$ cat src/rtl/bsg_cache_non_blocking_req_arb.sv
// Shares one bsg_cache_non_blocking between num_req_p requesters.
// Requests are arbitrated round-robin, and the winner's index is stamped into
// the top lg_req_lp bits of the cache id. Responses are steered back to their
// source by those bits. Per-requester credit counters bound the number of
// outstanding responses, so one requester cannot fill the miss FIFO. A
// BLOCK_LD is charged block_size_in_words_p credits.
//
// Packet layout (MSB..LSB): opcode[6] | id | addr | data | mask[data/8].
// The opcode encodings for LD and BLOCK_LD are 6'b000011 and 6'b000111.
module bsg_cache_non_blocking_req_arb #(
  parameter int num_req_p             = 4,
  parameter int id_width_p            = 30,
  parameter int addr_width_p          = 32,
  parameter int data_width_p          = 32,
  parameter int block_size_in_words_p = 8,
  parameter int max_out_p             = 16,
  localparam int lg_req_lp       = (num_req_p > 1) ? $clog2(num_req_p) : 1,
  localparam int cnt_width_lp    = (max_out_p + 1 > 1) ? $clog2(max_out_p + 1) : 1,
  localparam int opcode_width_lp = 6,
  localparam int mask_width_lp   = data_width_p / 8,
  localparam int pkt_width_lp    = opcode_width_lp + id_width_p + addr_width_p
                                   + data_width_p + mask_width_lp
) (
  input  logic                                 clk_i,
  input  logic                                 reset_i,

  input  logic [num_req_p*pkt_width_lp-1:0]    req_pkt_i,
  input  logic [num_req_p-1:0]                 req_v_i,
  output logic [num_req_p-1:0]                 req_ready_o,

  output logic [pkt_width_lp-1:0]              cache_pkt_o,
  output logic                                 cache_v_o,
  input  logic                                 cache_ready_i,

  input  logic [data_width_p-1:0]              cache_data_i,
  input  logic [id_width_p-1:0]                cache_id_i,
  input  logic                                 cache_v_i,
  output logic                                 cache_yumi_o,

  output logic [data_width_p-1:0]              resp_data_o,
  output logic [id_width_p-lg_req_lp-1:0]      resp_id_o,
  output logic [num_req_p-1:0]                 resp_v_o,
  input  logic [num_req_p-1:0]                 resp_yumi_i,

  output logic [num_req_p*cnt_width_lp-1:0]    out_cnt_o
);

  localparam int id_lsb_lp  = addr_width_p + data_width_p + mask_width_lp;
  localparam int id_msb_lp  = id_lsb_lp + id_width_p - 1;
  localparam int op_lsb_lp  = id_lsb_lp + id_width_p;
  localparam int sum_w_lp   = cnt_width_lp + 1;

  localparam logic [opcode_width_lp-1:0] block_ld_op_lp = 6'b000111;
  localparam logic [sum_w_lp-1:0] max_out_lp    = sum_w_lp'(max_out_p);
  localparam logic [sum_w_lp-1:0] block_cost_lp = sum_w_lp'(block_size_in_words_p);
  localparam logic [lg_req_lp-1:0] last_idx_lp  = lg_req_lp'(num_req_p - 1);

  logic [lg_req_lp-1:0]    rr_ptr_r;
  logic [lg_req_lp-1:0]    rr_ptr_n;
  logic [cnt_width_lp-1:0] cnt_r [num_req_p];
  logic [cnt_width_lp-1:0] cnt_n [num_req_p];

  logic [pkt_width_lp-1:0] pkt  [num_req_p];
  logic [sum_w_lp-1:0]     cost [num_req_p];
  logic [num_req_p-1:0]    eligible;
  logic [lg_req_lp-1:0]    grant;
  logic                    grant_found;
  logic                    accept;

  logic [lg_req_lp-1:0]    src;
  logic                    src_ok;

  // Unpack requests, price each one, and decide which fit within their credits.
  always_comb begin
    for (int unsigned i = 0; i < num_req_p; i++) begin
      pkt[i]      = req_pkt_i[i*pkt_width_lp +: pkt_width_lp];
      cost[i]     = (pkt[i][op_lsb_lp +: opcode_width_lp] == block_ld_op_lp)
                    ? block_cost_lp : sum_w_lp'(1);
      // Sum is one bit wider than the counter so it cannot wrap.
      eligible[i] = req_v_i[i] & ((sum_w_lp'(cnt_r[i]) + cost[i]) <= max_out_lp);
    end
  end

  // Round-robin pick: first eligible index at or after rr_ptr, wrapping.
  always_comb begin
    grant       = '0;
    grant_found = 1'b0;
    for (int unsigned k = 0; k < num_req_p; k++) begin
      int idx;
      idx = int'(rr_ptr_r) + int'(k);
      if (idx >= num_req_p) idx = idx - num_req_p;
      if (!grant_found && eligible[idx]) begin
        grant_found = 1'b1;
        grant       = lg_req_lp'(idx);
      end
    end
  end

  assign cache_v_o = |eligible;
  assign accept    = cache_v_o & cache_ready_i;
  assign rr_ptr_n  = (grant == last_idx_lp) ? '0 : grant + 1'b1;

  // Forward the granted packet with its source index stamped into the id.
  always_comb begin
    cache_pkt_o = pkt[grant];
    cache_pkt_o[id_msb_lp -: lg_req_lp] = grant;
    req_ready_o = '0;
    if (accept) req_ready_o[grant] = 1'b1;
  end

  assign src          = cache_id_i[id_width_p-1 -: lg_req_lp];
  assign src_ok       = (int'(src) < num_req_p);
  assign cache_yumi_o = cache_v_i & src_ok & resp_yumi_i[src];
  assign resp_data_o  = cache_data_i;
  assign resp_id_o    = cache_id_i[id_width_p-lg_req_lp-1:0];

  // Steer the response valid to its source only.
  always_comb begin
    resp_v_o = '0;
    if (cache_v_i && src_ok) resp_v_o[src] = 1'b1;
  end

  // Credit update: charge on accept, refund on consumed response; both may apply at once.
  always_comb begin
    for (int unsigned i = 0; i < num_req_p; i++) begin
      cnt_n[i] = cnt_r[i];
      if (accept && (grant == lg_req_lp'(i)))
        cnt_n[i] = cnt_n[i] + cost[i][cnt_width_lp-1:0];
      if (cache_yumi_o && (src == lg_req_lp'(i)))
        cnt_n[i] = cnt_n[i] - 1'b1;
      out_cnt_o[i*cnt_width_lp +: cnt_width_lp] = cnt_r[i];
    end
  end

  // State registers: round-robin pointer and credit counters.
  always_ff @(posedge clk_i) begin
    if (reset_i) begin
      rr_ptr_r <= '0;
      for (int unsigned i = 0; i < num_req_p; i++) cnt_r[i] <= '0;
    end else begin
      if (accept) rr_ptr_r <= rr_ptr_n;
      for (int unsigned i = 0; i < num_req_p; i++) cnt_r[i] <= cnt_n[i];
    end
  end

`ifndef SYNTHESIS
  // Protocol checks; silent in reset because in-flight responses are then undefined.
  always_ff @(posedge clk_i) begin
    if (!reset_i) begin
      if (cache_v_i) begin
        assert (src_ok)
          else $error("response source %0d out of range", src);
        if (src_ok)
          assert (cnt_r[src] != '0)
            else $error("response for source %0d with no outstanding credit", src);
      end
      for (int unsigned i = 0; i < num_req_p; i++) begin
        if (req_v_i[i])
          assert (pkt[i][id_msb_lp -: lg_req_lp] == '0)
            else $error("requester %0d drives reserved id bits", i);
      end
    end
  end
`endif

endmodule

$ cat config.mk
export PLATFORM = sky130hd
export DESIGN_NAME = bsg_cache_non_blocking_req_arb
export DESIGN_NICKNAME = d
export VERILOG_FILES = /design/src/rtl/bsg_cache_non_blocking_req_arb.sv
export SDC_FILE = /design/constraint.sdc
export NUM_CORES = 1
export LEC_CHECK = 0
export CAP_MARGIN = 20
export CORE_AREA = 4 4 266 268
export DETAILED_ROUTE_END_ITERATION = 8
export DIE_AREA = 0 0 270 272
export SYNTH_ARGS = -nofsm -noshare
export SYNTH_HDL_FRONTEND = slang
export SYNTH_SLANG_ARGS = --single-unit
export TNS_END_PERCENT = 50
$ cat constraint.sdc
create_clock -name clk_i -period 14.6 [get_ports clk_i]
set_clock_uncertainty 0.2 [all_clocks]
set_input_delay 2.92 -clock clk_i [delete_from_list [all_inputs] [get_ports clk_i]]
set_output_delay 2.92 -clock clk_i [all_outputs]
set_load 0.01 [all_outputs]
==> out/summary.md <==
## Clock tree
* 22 — # clock sinks
* 0 — post-CTS resize count
* 0 — hold buffer count at cts
* 1 — htree depth
* 2 — clk buf depth
* 0.06 ns — clock edge transition at the registers on the reported setup and hold paths
* sky130_fd_sc_hd__clkbuf_16 — clock root cell
* 0 — Setup Fix Bufs, Post-CTS
* 0.26 ns — worst skew pair latency
* yes — TritonCTS clock tree
* 3 — clock buffers created by TritonCTS

## Worst setup path
* 20 — R2R depth
* cnt_r[0][4] — Critical R2R Capture
* 11.48 ns — data required time of the worst path
* in2out — Worst Path Class, Setup
* clkdlybuf4s50_1 > nor4b_2 > nand3_1 > ha_1 > ha_1 > a31o_2 > a21oi_1 > o2bb2ai_1 > and2_1 > and3_1 > nor4_4 > buf_4 > buf_12 > mux2i_1 > mux2i_1 > clkdlybuf4s50_1 — cells along the critical path
* cnt_r[3][0] — worst reg2reg startpoint
* 116 — critical path peak fanout
* simple AND/OR/NAND/NOR gates — cell family with most CP delay
* 4 — number of buffer and inverter stages on the critical path
* input port — category of the worst setup path launch point
* 0.90 ns — maximum cell stage delay along the critical path
* 9.38 ns — worst setup slack for register-to-register paths
* primary output — Critical Path Sink Type
* 8.62 ns — WP data arrival
* sky130_fd_sc_hd__nor4b_2 — Crit-path slowest cell

## STA
* 11.74 ns — final critical-path required period
* 0 ns — summed negative setup slack over all endpoints
* 0 — final setup violation count
* 0.8040 — Final Cycle Share
* no — setup repair after global routing missed its margin
* 0.3488 ns — worst hold margin
* 0 — max-slew violation total from the final report
* 85.19 MHz — f_max
* 0.3171 — Slew Limit Headroom
* 0 — final-report hold violation count
* 1.022 ns — worst-margin pin slew

## Detailed routing
* 47060 um — routed wire length
* 3.603 — ratio of routed vias to standard cells
* 5 — total iterations of the first detailed-routing run
* 22.82 um — detailed-route wire length per cell
* 0 — DRC Markers
* 461 — count of routing violations after the opening detailed-route iteration
* 0 — count of antenna-violating nets left after detailed routing
* 7430 — via total after detailed routing

## Floorplanning
* 0.09199 — starting density of the core
* 0.06835 mm^2 — area of the placeable core
* 96 — count of standard-cell rows
* 684 — Ports
* 272 um — height of the die
* 270 um — die extent in x
* 0.07344 mm^2 — area of the die

## Yosys
* 22 — total of flip-flops plus latches after synthesis
* 0 — count of flip-flops with a built-in enable after synthesis
* 1217 — syn_nets
* 0.5015 — post-synth top area share
* 707 — cell count after synthesis
* 0.07005 — sequential cell area fraction in the yosys report
* 0.006287 mm^2 — total standard cell area after synthesis
* sky130_fd_sc_hd__mux2i_1 (50%), sky130_fd_sc_hd__buf_4 (7.9%), sky130_fd_sc_hd__dfxtp_1 (7.0%) — largest cells by area after synthesis
* 61 — number of different library cells in the post-synthesis netlist
* sky130_fd_sc_hd__mux2i_1 — leading area contributor after synthesis
* 0 — YS warnings
* 8.893 um^2 — average footprint of a synthesized cell
* 0 — ys async rst share
* sky130_fd_sc_hd__dfxtp_1 — top_reg_cell synth

## Placed design
* 0.01214 mm^2 — dpl cell area
* 41850 um — hpwl dp
* 1.041 — global placement routability congestion
* 555 — number of buffers added on ports

## Outcome
* finished clean — result of the run

## Layout
* 0.02823 — fraction of layout instances using a drive strength above 1
* sky130_fd_sc_hd__clkdlybuf4s50_1 — most common cell after layout, fill and taps aside
* 94.67% — P&R area growth vs syn
* 0.01224 mm^2 — Layout Cell Area excl Fill
* 1681 — net count of the finished layout
* 0.1791 — Post-Route Utilization
* sky130_fd_sc_hd__clkdlybuf4s50_1 (555), sky130_fd_sc_hd__mux2i_1 (315), sky130_fd_sc_hd__nand2_1 (28), sky130_fd_sc_hd__nand3_1 (27), sky130_fd_sc_hd__dfxtp_1 (22) — commonest cells after routing, fill and taps aside

## Global routing
* 117 — pin count of the biggest net entering global routing
* 0.1177 — gr usage total
* 61860 um — wire length of the first global-routing pass
* 0 — gr ovfl total
* 7516 — vias in the first global route
* 33 — antenna violations before repair

## Min path
* 2 — WHS Path Cells
* rr_ptr_r[1] — startpoint of the worst hold path
* reg2reg — class of the most critical hold timing path
* rr_ptr_r[1] — end point of the worst hold path

## Pwr
* 65.06 mW/mm^2 — power density over cell area
* 0.00005747 V — worst voltage drop across the vdd grid
* 4.614 nW — static leakage

## Run
* 0 — max-cap violations

[per-stage QoR]
step | instances | worst slack (ns) | power (mW)
after floorplan | 707 | 5.309 | 0.4392
after global placement | 2048 | 2.927 | 0.7335
after detailed placement | 2048 | 2.897 | 0.7408
after CTS | 2051 | 2.893 | 0.8055
after global routing | 2053 | 2.680 | 0.8428
final | 2062 | 2.862 | 0.7963
[worst max path at each step]
stage                         startpoint          endpoint  slack, ns  depth (start not counted)
final                     req_pkt_i[205]   cache_pkt_o[51]       2.86                         16
after global routing      req_pkt_i[205]   cache_pkt_o[51]       2.68                         16
after CTS                 req_pkt_i[205]  cache_pkt_o[101]       2.89                         16
after detailed placement  req_pkt_i[205]  cache_pkt_o[101]       2.90                         16
after global placement    req_pkt_i[205]  cache_pkt_o[101]       2.93                         16
after floorplan           req_pkt_i[414]    req_ready_o[3]       5.31                         17
[layer usage]
layer / share of wire / global-route usage / wire (um)
met1: 0.40 / 0.1455 / 18930
met4: 0.012 / 0.01065 / 546
met2: 0.47 / 0.2012 / 22010
met3: 0.12 / 0.04625 / 5527
met5: 0.00085 / 0 / 40
[registers in the layout, indices dropped and copies added, names as in the netlist]
register / flops
cnt_r: 20
rr_ptr_r: 2
[where the power goes]
| part | internal (mW) | total, mW | switching [mW] | leakage (nW) |
|---|---|---|---|---|
| clock network | 0.0363 | 0.0608 | 0.0245 | 0.0370 |
| registers | 0.0651 | 0.0736 | 0.00858 | 0.179 |
| logic | 0.372 | 0.662 | 0.290 | 4.40 |
| total | 0.473 | 0.796 | 0.323 | 4.61 |
[Yosys cell counts, drive strengths merged, types with 4 or more instances]
library cell,number
mux2i,315
or3,9
nor2,20
dfxtp,22
and3,8
nor4,7
a31oi,4
nor4b,4
ha,20
xor2,9
and2,9
buf,97
nand3,27
nor3,8
clkbuf,10
a211oi,4
nand2,28
nor3b,4
a21oi,16
xnor2,10
o21ai,13
inv,18
[area by class of cell]
type / instances / area [um^2]
Inverter: 18 / 67.56
Fill cell: 7522 / 56110
Sequential cell: 22 / 440.4
Tap cell: 882 / 1104
Multi-Input combinational cell: 558 / 4847
Clock buffer: 3 / 75.07
Antenna cell: 11 / 27.53
Timing Repair Buffer: 568 / 5678
[worst min-delay path, stage by stage (launching register included)]
cell,delay [ns]
sky130_fd_sc_hd__dfxtp_1,0.37
sky130_fd_sc_hd__nand2_1,0.08
sky130_fd_sc_hd__a21oi_1,0.06
[logic make-up (layout without fill, tap and decap cells)]
| group | after synthesis | after routing | synth area share |
|---|---|---|---|
| XOR/XNOR | 19 | 19 | 0.02647 |
| multiplexers | 319 | 319 | 0.5104 |
| buffers and inverters | 127 | 589 | 0.1632 |
| AO/OA/AOI/OAI | 65 | 65 | 0.07622 |
| adder cells (fa/ha/maj) | 20 | 20 | 0.03980 |
| other | 0 | 11 | 0 |
| AND/OR/NAND/NOR | 135 | 135 | 0.1138 |
| flip-flops | 22 | 22 | 0.07005 |
(Power assumes the default switching activity.)
